==> src/rtl/mem_access_unit_if.sv <==
// Data-memory bus between the memory stage and a variable-latency data memory.
//
// Handshake: the master raises dm_req with dm_we/dm_size/dm_addr/dm_wdata
// stable and holds all of them until the slave returns a single-cycle dm_ack.
// dm_rdata is only meaningful in the dm_ack cycle. The master may withdraw
// dm_req without an ack (timeout abort). An ack arriving while dm_req is low
// carries no meaning and is ignored by the master.
interface mem_access_unit_if;
    logic        dm_req;
    logic        dm_we;
    logic [1:0]  dm_size;
    logic [63:0] dm_addr;
    logic [63:0] dm_wdata;
    logic        dm_ack;
    logic [63:0] dm_rdata;

    modport master (
        output dm_req, dm_we, dm_size, dm_addr, dm_wdata,
        input  dm_ack, dm_rdata
    );

    modport slave (
        input  dm_req, dm_we, dm_size, dm_addr, dm_wdata,
        output dm_ack, dm_rdata
    );
endinterface

==> src/rtl/mem_access_unit.sv <==
// Memory stage of the pipeline: issues one data-memory access at a time,
// stalls the upstream stages while it is outstanding, feeds a bubble into
// MEM/WB (which has no enable) during the stall, and delivers the result in
// a single DONE cycle. Misaligned accesses and timeouts raise mem_fault and
// suppress the register write.
module mem_access_unit #(
    parameter int unsigned MAX_WAIT = 15
) (
    input  logic        clk,
    input  logic        reset,
    input  logic        MemRead_mem,
    input  logic        MemWrite_mem,
    input  logic        MemtoReg_mem,
    input  logic        RegWrite_mem,
    input  logic        BrTaken_mem,
    input  logic [1:0]  xfer_size_mem,
    input  logic [4:0]  Rd_mem,
    input  logic [63:0] alu_result_mem,
    input  logic [63:0] wr_data_mem,
    mem_access_unit_if.master dm,
    output logic        mem_stall,
    output logic        mem_fault,
    output logic        MemtoReg_out,
    output logic        RegWrite_out,
    output logic        BrTaken_out,
    output logic [4:0]  Rd_out,
    output logic [63:0] alu_result_out,
    output logic [63:0] dm_read_data_mem,
    output logic [1:0]  state_dbg
);

    typedef enum logic [1:0] {
        IDLE = 2'd0,
        REQ  = 2'd1,
        DONE = 2'd2
    } state_t;

    // Last REQ cycle index before the access is abandoned.
    localparam logic [7:0] LAST_WAIT = 8'(MAX_WAIT - 1);

    state_t      state;
    state_t      state_next;

    logic [63:0] lat_addr;
    logic [63:0] lat_wdata;
    logic [1:0]  lat_size;
    logic        lat_we;
    logic [4:0]  lat_rd;
    logic        lat_memtoreg;
    logic        lat_regwrite;
    logic        lat_brtaken;
    logic [63:0] rdata_cap;
    logic [7:0]  wait_cnt;
    logic        fault_flag;

    logic        mem_op;
    logic        misaligned;
    logic        timeout_hit;

    // Keeps the low 1/2/4/8 bytes selected by a transfer size.
    function automatic logic [63:0] size_mask(input logic [1:0] size);
        logic [63:0] m;
        case (size)
            2'd0:    m = 64'h0000_0000_0000_00FF;
            2'd1:    m = 64'h0000_0000_0000_FFFF;
            2'd2:    m = 64'h0000_0000_FFFF_FFFF;
            default: m = 64'hFFFF_FFFF_FFFF_FFFF;
        endcase
        return m;
    endfunction

    assign mem_op      = MemRead_mem | MemWrite_mem;
    assign timeout_hit = (wait_cnt == LAST_WAIT);

    // Alignment: the low 'size' address bits must be zero.
    always_comb begin
        misaligned = 1'b0;
        case (xfer_size_mem)
            2'd0:    misaligned = 1'b0;
            2'd1:    misaligned = alu_result_mem[0];
            2'd2:    misaligned = |alu_result_mem[1:0];
            default: misaligned = |alu_result_mem[2:0];
        endcase
    end

    // State register; reset aborts any access in flight.
    always_ff @(posedge clk or negedge reset) begin
        if (!reset) state <= IDLE;
        else        state <= state_next;
    end

    // Next state and all stage outputs; everything is forced low during reset.
    always_comb begin
        state_next     = state;
        mem_stall      = 1'b0;
        mem_fault      = 1'b0;
        MemtoReg_out   = 1'b0;
        RegWrite_out   = 1'b0;
        BrTaken_out    = 1'b0;
        Rd_out         = 5'd0;
        alu_result_out = 64'd0;
        dm.dm_req      = 1'b0;
        if (!reset) begin
            state_next = IDLE;
        end else begin
            case (state)
                IDLE: begin
                    MemtoReg_out   = MemtoReg_mem;
                    Rd_out         = Rd_mem;
                    alu_result_out = alu_result_mem;
                    if (!mem_op) begin
                        RegWrite_out = RegWrite_mem;
                        BrTaken_out  = BrTaken_mem;
                    end else if (misaligned) begin
                        // Dropped instruction: no access, no writeback, no stall.
                        mem_fault = 1'b1;
                    end else begin
                        mem_stall  = 1'b1;
                        state_next = REQ;
                    end
                end
                REQ: begin
                    dm.dm_req      = 1'b1;
                    mem_stall      = 1'b1;
                    MemtoReg_out   = lat_memtoreg;
                    Rd_out         = lat_rd;
                    alu_result_out = lat_addr;
                    if (dm.dm_ack || timeout_hit) state_next = DONE;
                end
                DONE: begin
                    MemtoReg_out   = lat_memtoreg;
                    RegWrite_out   = lat_regwrite & ~fault_flag;
                    BrTaken_out    = lat_brtaken;
                    Rd_out         = lat_rd;
                    alu_result_out = lat_addr;
                    mem_fault      = fault_flag;
                    state_next     = IDLE;
                end
                default: state_next = IDLE;
            endcase
        end
    end

    // Access latches, wait counter, fault flag and captured load data.
    always_ff @(posedge clk or negedge reset) begin
        if (!reset) begin
            lat_addr     <= 64'd0;
            lat_wdata    <= 64'd0;
            lat_size     <= 2'd0;
            lat_we       <= 1'b0;
            lat_rd       <= 5'd0;
            lat_memtoreg <= 1'b0;
            lat_regwrite <= 1'b0;
            lat_brtaken  <= 1'b0;
            rdata_cap    <= 64'd0;
            wait_cnt     <= 8'd0;
            fault_flag   <= 1'b0;
        end else begin
            case (state)
                IDLE: begin
                    if (mem_op && !misaligned) begin
                        lat_addr     <= alu_result_mem;
                        lat_wdata    <= wr_data_mem & size_mask(xfer_size_mem);
                        lat_size     <= xfer_size_mem;
                        lat_we       <= MemWrite_mem;
                        lat_rd       <= Rd_mem;
                        lat_memtoreg <= MemtoReg_mem;
                        lat_regwrite <= RegWrite_mem;
                        lat_brtaken  <= BrTaken_mem;
                        wait_cnt     <= 8'd0;
                        fault_flag   <= 1'b0;
                    end
                end
                REQ: begin
                    wait_cnt <= wait_cnt + 8'd1;
                    if (dm.dm_ack) begin
                        if (!lat_we) rdata_cap <= dm.dm_rdata & size_mask(lat_size);
                    end else if (timeout_hit) begin
                        fault_flag <= 1'b1;
                    end
                end
                DONE: begin
                    wait_cnt   <= 8'd0;
                    fault_flag <= 1'b0;
                end
                default: ;
            endcase
        end
    end

    assign dm.dm_we         = lat_we;
    assign dm.dm_size       = lat_size;
    assign dm.dm_addr       = lat_addr;
    assign dm.dm_wdata      = lat_wdata;
    assign dm_read_data_mem = rdata_cap;
    assign state_dbg        = state;

endmodule

==> src/flat_wrapper.sv <==
// flat-port wrapper written by rule: the top's interface ports become plain ports
module mem_access_unit_flat 
#(
    parameter int unsigned MAX_WAIT = 15
)
  (clk, reset, MemRead_mem, MemWrite_mem, MemtoReg_mem, RegWrite_mem, BrTaken_mem, xfer_size_mem, Rd_mem, alu_result_mem, wr_data_mem, mem_stall, mem_fault, MemtoReg_out, RegWrite_out, BrTaken_out, Rd_out, alu_result_out, dm_read_data_mem, state_dbg, dm_dm_req, dm_dm_we, dm_dm_size, dm_dm_addr, dm_dm_wdata, dm_dm_ack, dm_dm_rdata);
  mem_access_unit_if dm_i ();
  input  logic clk;
  input  logic reset;
  input  logic MemRead_mem;
  input  logic MemWrite_mem;
  input  logic MemtoReg_mem;
  input  logic RegWrite_mem;
  input  logic BrTaken_mem;
  input  logic [1:0] xfer_size_mem;
  input  logic [4:0] Rd_mem;
  input  logic [63:0] alu_result_mem;
  input  logic [63:0] wr_data_mem;
  output logic mem_stall;
  output logic mem_fault;
  output logic MemtoReg_out;
  output logic RegWrite_out;
  output logic BrTaken_out;
  output logic [4:0] Rd_out;
  output logic [63:0] alu_result_out;
  output logic [63:0] dm_read_data_mem;
  output logic [1:0] state_dbg;
  output wire logic [$bits(dm_i.dm_req)-1:0] dm_dm_req;
  output wire logic [$bits(dm_i.dm_we)-1:0] dm_dm_we;
  output wire logic [$bits(dm_i.dm_size)-1:0] dm_dm_size;
  output wire logic [$bits(dm_i.dm_addr)-1:0] dm_dm_addr;
  output wire logic [$bits(dm_i.dm_wdata)-1:0] dm_dm_wdata;
  input wire logic [$bits(dm_i.dm_ack)-1:0] dm_dm_ack;
  input wire logic [$bits(dm_i.dm_rdata)-1:0] dm_dm_rdata;
  assign dm_dm_req = dm_i.dm_req;
  assign dm_dm_we = dm_i.dm_we;
  assign dm_dm_size = dm_i.dm_size;
  assign dm_dm_addr = dm_i.dm_addr;
  assign dm_dm_wdata = dm_i.dm_wdata;
  assign dm_i.dm_ack = dm_dm_ack;
  assign dm_i.dm_rdata = dm_dm_rdata;
  mem_access_unit #(.MAX_WAIT(MAX_WAIT)) u_core (.clk(clk), .reset(reset), .MemRead_mem(MemRead_mem), .MemWrite_mem(MemWrite_mem), .MemtoReg_mem(MemtoReg_mem), .RegWrite_mem(RegWrite_mem), .BrTaken_mem(BrTaken_mem), .xfer_size_mem(xfer_size_mem), .Rd_mem(Rd_mem), .alu_result_mem(alu_result_mem), .wr_data_mem(wr_data_mem), .dm(dm_i), .mem_stall(mem_stall), .mem_fault(mem_fault), .MemtoReg_out(MemtoReg_out), .RegWrite_out(RegWrite_out), .BrTaken_out(BrTaken_out), .Rd_out(Rd_out), .alu_result_out(alu_result_out), .dm_read_data_mem(dm_read_data_mem), .state_dbg(state_dbg));
endmodule
==> config.mk <==
export PLATFORM = sky130hd
export DESIGN_NAME = mem_access_unit_flat
export DESIGN_NICKNAME = d
export VERILOG_FILES = /design/src/rtl/mem_access_unit_if.sv /design/src/rtl/mem_access_unit.sv /design/src/flat_wrapper.sv
export SDC_FILE = /design/constraint.sdc
export NUM_CORES = 1
export LEC_CHECK = 0
export CORE_AREA = 4 4 182 184
export DETAILED_ROUTE_END_ITERATION = 8
export DIE_AREA = 0 0 186 188
export SKIP_CTS_REPAIR_TIMING = 1
export SYNTH_ARGS = -nofsm -noshare
export SYNTH_HDL_FRONTEND = slang
export SYNTH_SLANG_ARGS = --single-unit
==> constraint.sdc <==
create_clock -name clk -period 2.55 [get_ports clk]
set_input_delay 0.51 -clock clk [delete_from_list [all_inputs] [get_ports clk]]
set_output_delay 0.51 -clock clk [all_outputs]
set_load 0.02 [all_outputs]
==> flow_summary.toml, run 1 <==
[status]
status = "completed"

[floorplanning]
die_y_um = 188
core_um2 = 31400
rows = 65
die_x_um = 186
die_area_um2 = 35000
start_util = 0.303
ioPinCount = 479

[grt]
grt_overflow_total = 0
track_usage = 0.202
antenna_found_initial = 3
grt_max_degree = 143
grt_pass1_wl_um = 55900
first_global_vias = 9503

[clocking]
clock-sinks = 214
numCtsBuffers = 25
ctsRootBufferMaster = "clkbuf_16"
path_clk_slew_ps = 60
ctsHtreeMaxLevel = 1
clk_path_buf_depth = 3
cts_tree = "built"
clock_latency_ps = 530

[sta]
tns_ps = 0
setup_viol = 0
rsz0062_at_grt = "yes"
max-slew-margin-rel = 0.415
final.period_utilization = 0.984
worstMarginPinSlew_ps = 878
layout_min_cycle_time_ps = 2510
max_freq_mhz = 398
fin_hold_ws_ps = 141
fin_worst_skew_ps = 23.6
finalMaxSlewViolations = 0
finalHoldViolations = 0

[placement]
place.gp.congestion = 0.832
port_buffers = 478
dpl.hpwl_um = 27400
dpl_cell_area_um2 = 15100

[worst_setup_path]
required_ps = 2040
cp-start-kind = "flip-flop"
crit_arrival_ps = 2000
end_kind = "primary output"
path_max_fanout = 3
r2r-end = "u_core.dm.dm_wdata[58]"
r2r_slack_ps = 160
r2r_start = "u_core.state_dbg[1]"
path_class = "reg -> out"
r2r_cells = 9

[yosys]
synth_area_leaders = "dfrtp_1 56%, nand2_1 19%, a22oi_1 5.7%, nand3_1 3.6%, o21ai_0 3.2%"
syn-num-nets = 1336
yosysSeqAreaShare = 0.562
synth.top_cell.area_share = 0.562
synth.yosys.warnings = 0
syn-instance-count = 1122
syn_area_um2 = 9520
yosys.area.top_type = "dfrtp_1"
synth_cell_types = 37
synth.avg_cell_area_um2 = 8.49
ys_ff_latch = 214

[power_and_ir_drop]
p_int_uw = 11100
comb_power_share = 0.522
p_seq_frac = 0.301
vdd_ir_drop_max_mv = 0.538
p_sw_frac = 0.417
leakagePower_uw = 0.00749
clkPwrFrac = 0.177
p_sw_uw = 7960
powerDensity_nw_per_um2 = 1210

[route]
vias_per_cell = 4.72
firstDrtPassIters = 5
wl_per_cell_um = 18.8
drc_errors = 0
vias = 9538
drt-initial-drc-count = 544
wl_um = 37900
antenna_left = 0

[final_layout]
seq_area_um2 = 5360
multi_input_area_um2 = 3880
post-route-util = 0.501
nNetsFinal = 1812
fin_area_um2 = 15700
layout_common_cells = "488 x nand2_1, 401 x clkdlybuf4s50_1, 214 x dfrtp_1, 70 x a22oi_1, 69 x nand3_1"
syn2layout_area_growth_pct = 65.3
n_fill_cell = 2997
drive_above_1_share = 0.122
final_common_cell = "nand2_1"

[hold_path]
hold_path_class = "in -> async"

[job]
cap_violations = 0
## per-layer routing
| metal | track usage | up-vias | wire, µm |
|---|---|---|---|
| met2 | 0.354 | 381 | 18800 |
| met1 | 0.233 | 4493 | 14500 |
| met4 | 0.0516 | 2 | 935 |
| met3 | 0.0706 | 54 | 3650 |
| met5 | 0 | - | 17 |
| li1 | - | 4608 | - |
## worst max-delay path: stages, from the launching register on
cell	delay, ps
dfrtp_1	380
inv_2	110
ha_4	160
o21ai_1	60
buf_4	150
a221oi_4	300
o21a_1	200
buf_6	120
## cell families after synthesis
group / Yosys count / share of synthesized area
AND/OR/NAND/NOR: 651 / 0.274
flip-flops: 214 / 0.562
buffers and inverters: 91 / 0.0402
AO/OA/AOI/OAI: 150 / 0.104
multiplexers: 9 / 0.0105
adder cells (fa/ha/maj): 7 / 0.00920
## how the worst max path moves through the flow
stage	from	to	cells past startpoint
CTS	xfer_size_mem[0]	mem_fault	6
floorplan	u_core.state_dbg[0]	alu_result_out[56]	6
detailed placement	xfer_size_mem[0]	u_core.dm.dm_wdata[58]	7
global placement	xfer_size_mem[0]	mem_fault	6
global route	u_core.state_dbg[1]	mem_stall	7
finish	u_core.state_dbg[1]	mem_stall	7
## flip-flops by register name (all words and copies together), names as in the netlist, 2 cells and up
name	flops
u_core.dm.dm_wdata	64
u_core.dm.dm_size	2
u_core.lat_rd	5
u_core.wait_cnt	8
u_core.dm_read_data_mem	64
u_core.dm.dm_addr	64
u_core.state_dbg	2
## metrics by stage
| step | instances | power [µW] | setup WS (ps) |
|---|---|---|---|
| 2_1_floorplan | 1122 | 10500 | 256 |
| 3_3_place_gp | 1967 | 15900 | -546 |
| 3_5_place_dp | 1967 | 16000 | -534 |
| 4_1_cts | 2011 | 19500 | -516 |
| 5_1_grt | 2018 | 20300 | -64.7 |
| 6_report | 2019 | 19100 | 39.8 |
## Yosys cell counts, drive strengths merged
master and count:
clkbuf 57, or4b 1, nor2b 2, o221a 1
or4 5, a221o 1, nand2 489, nor4bb 1
nand3 69, nand3b 2, o21ai 61, mux2i 1
a21o 2, nor3b 1, a32oi 1, o22ai 1
o211ai 4, a31oi 1, buf 28, o21a 1
nand2b 2, a221oi 1, ha 7, mux2 8
or2 2, and3 1, and2 4, nor2 71
o2111ai 1, or3b 1, a22oi 72, dfrtp 214
a21oi 3, inv 6
## power by group through the flow
stage | logic (µW) | registers (µW) | clock network, µW
3_3_place_gp | 10200 | 5730 | 0
3_5_place_dp | 10200 | 5770 | 0
5_1_grt | 10700 | 5940 | 3650
2_1_floorplan | 3150 | 7330 | 0
6_report | 9970 | 5740 | 3380
4_1_cts | 10300 | 5740 | 3500
## cell type report
cell class                 count  share of cell area
sequential                   214               0.340
timing repair buffer         534               0.331
multi-input combinational    817               0.247
clock buffer                  37              0.0458
tap                          402              0.0320
clock inverter                 7             0.00270
inverter                       6             0.00143
antenna                        2            0.000318
(Power assumes the default switching activity.)
==> run 2: changes to the inputs <==
--- a/config.mk
+++ b/config.mk
@@ -5,6 +5,7 @@
 export SDC_FILE = /design/constraint.sdc
 export NUM_CORES = 1
 export LEC_CHECK = 0
+export ABC_CLOCK_PERIOD_IN_PS = 2550
 export CORE_AREA = 4 4 182 184
 export DETAILED_ROUTE_END_ITERATION = 8
 export DIE_AREA = 0 0 186 188
==> results of run 2 <==
No change in the layout: final DEF, timing and power equal those of run 1.
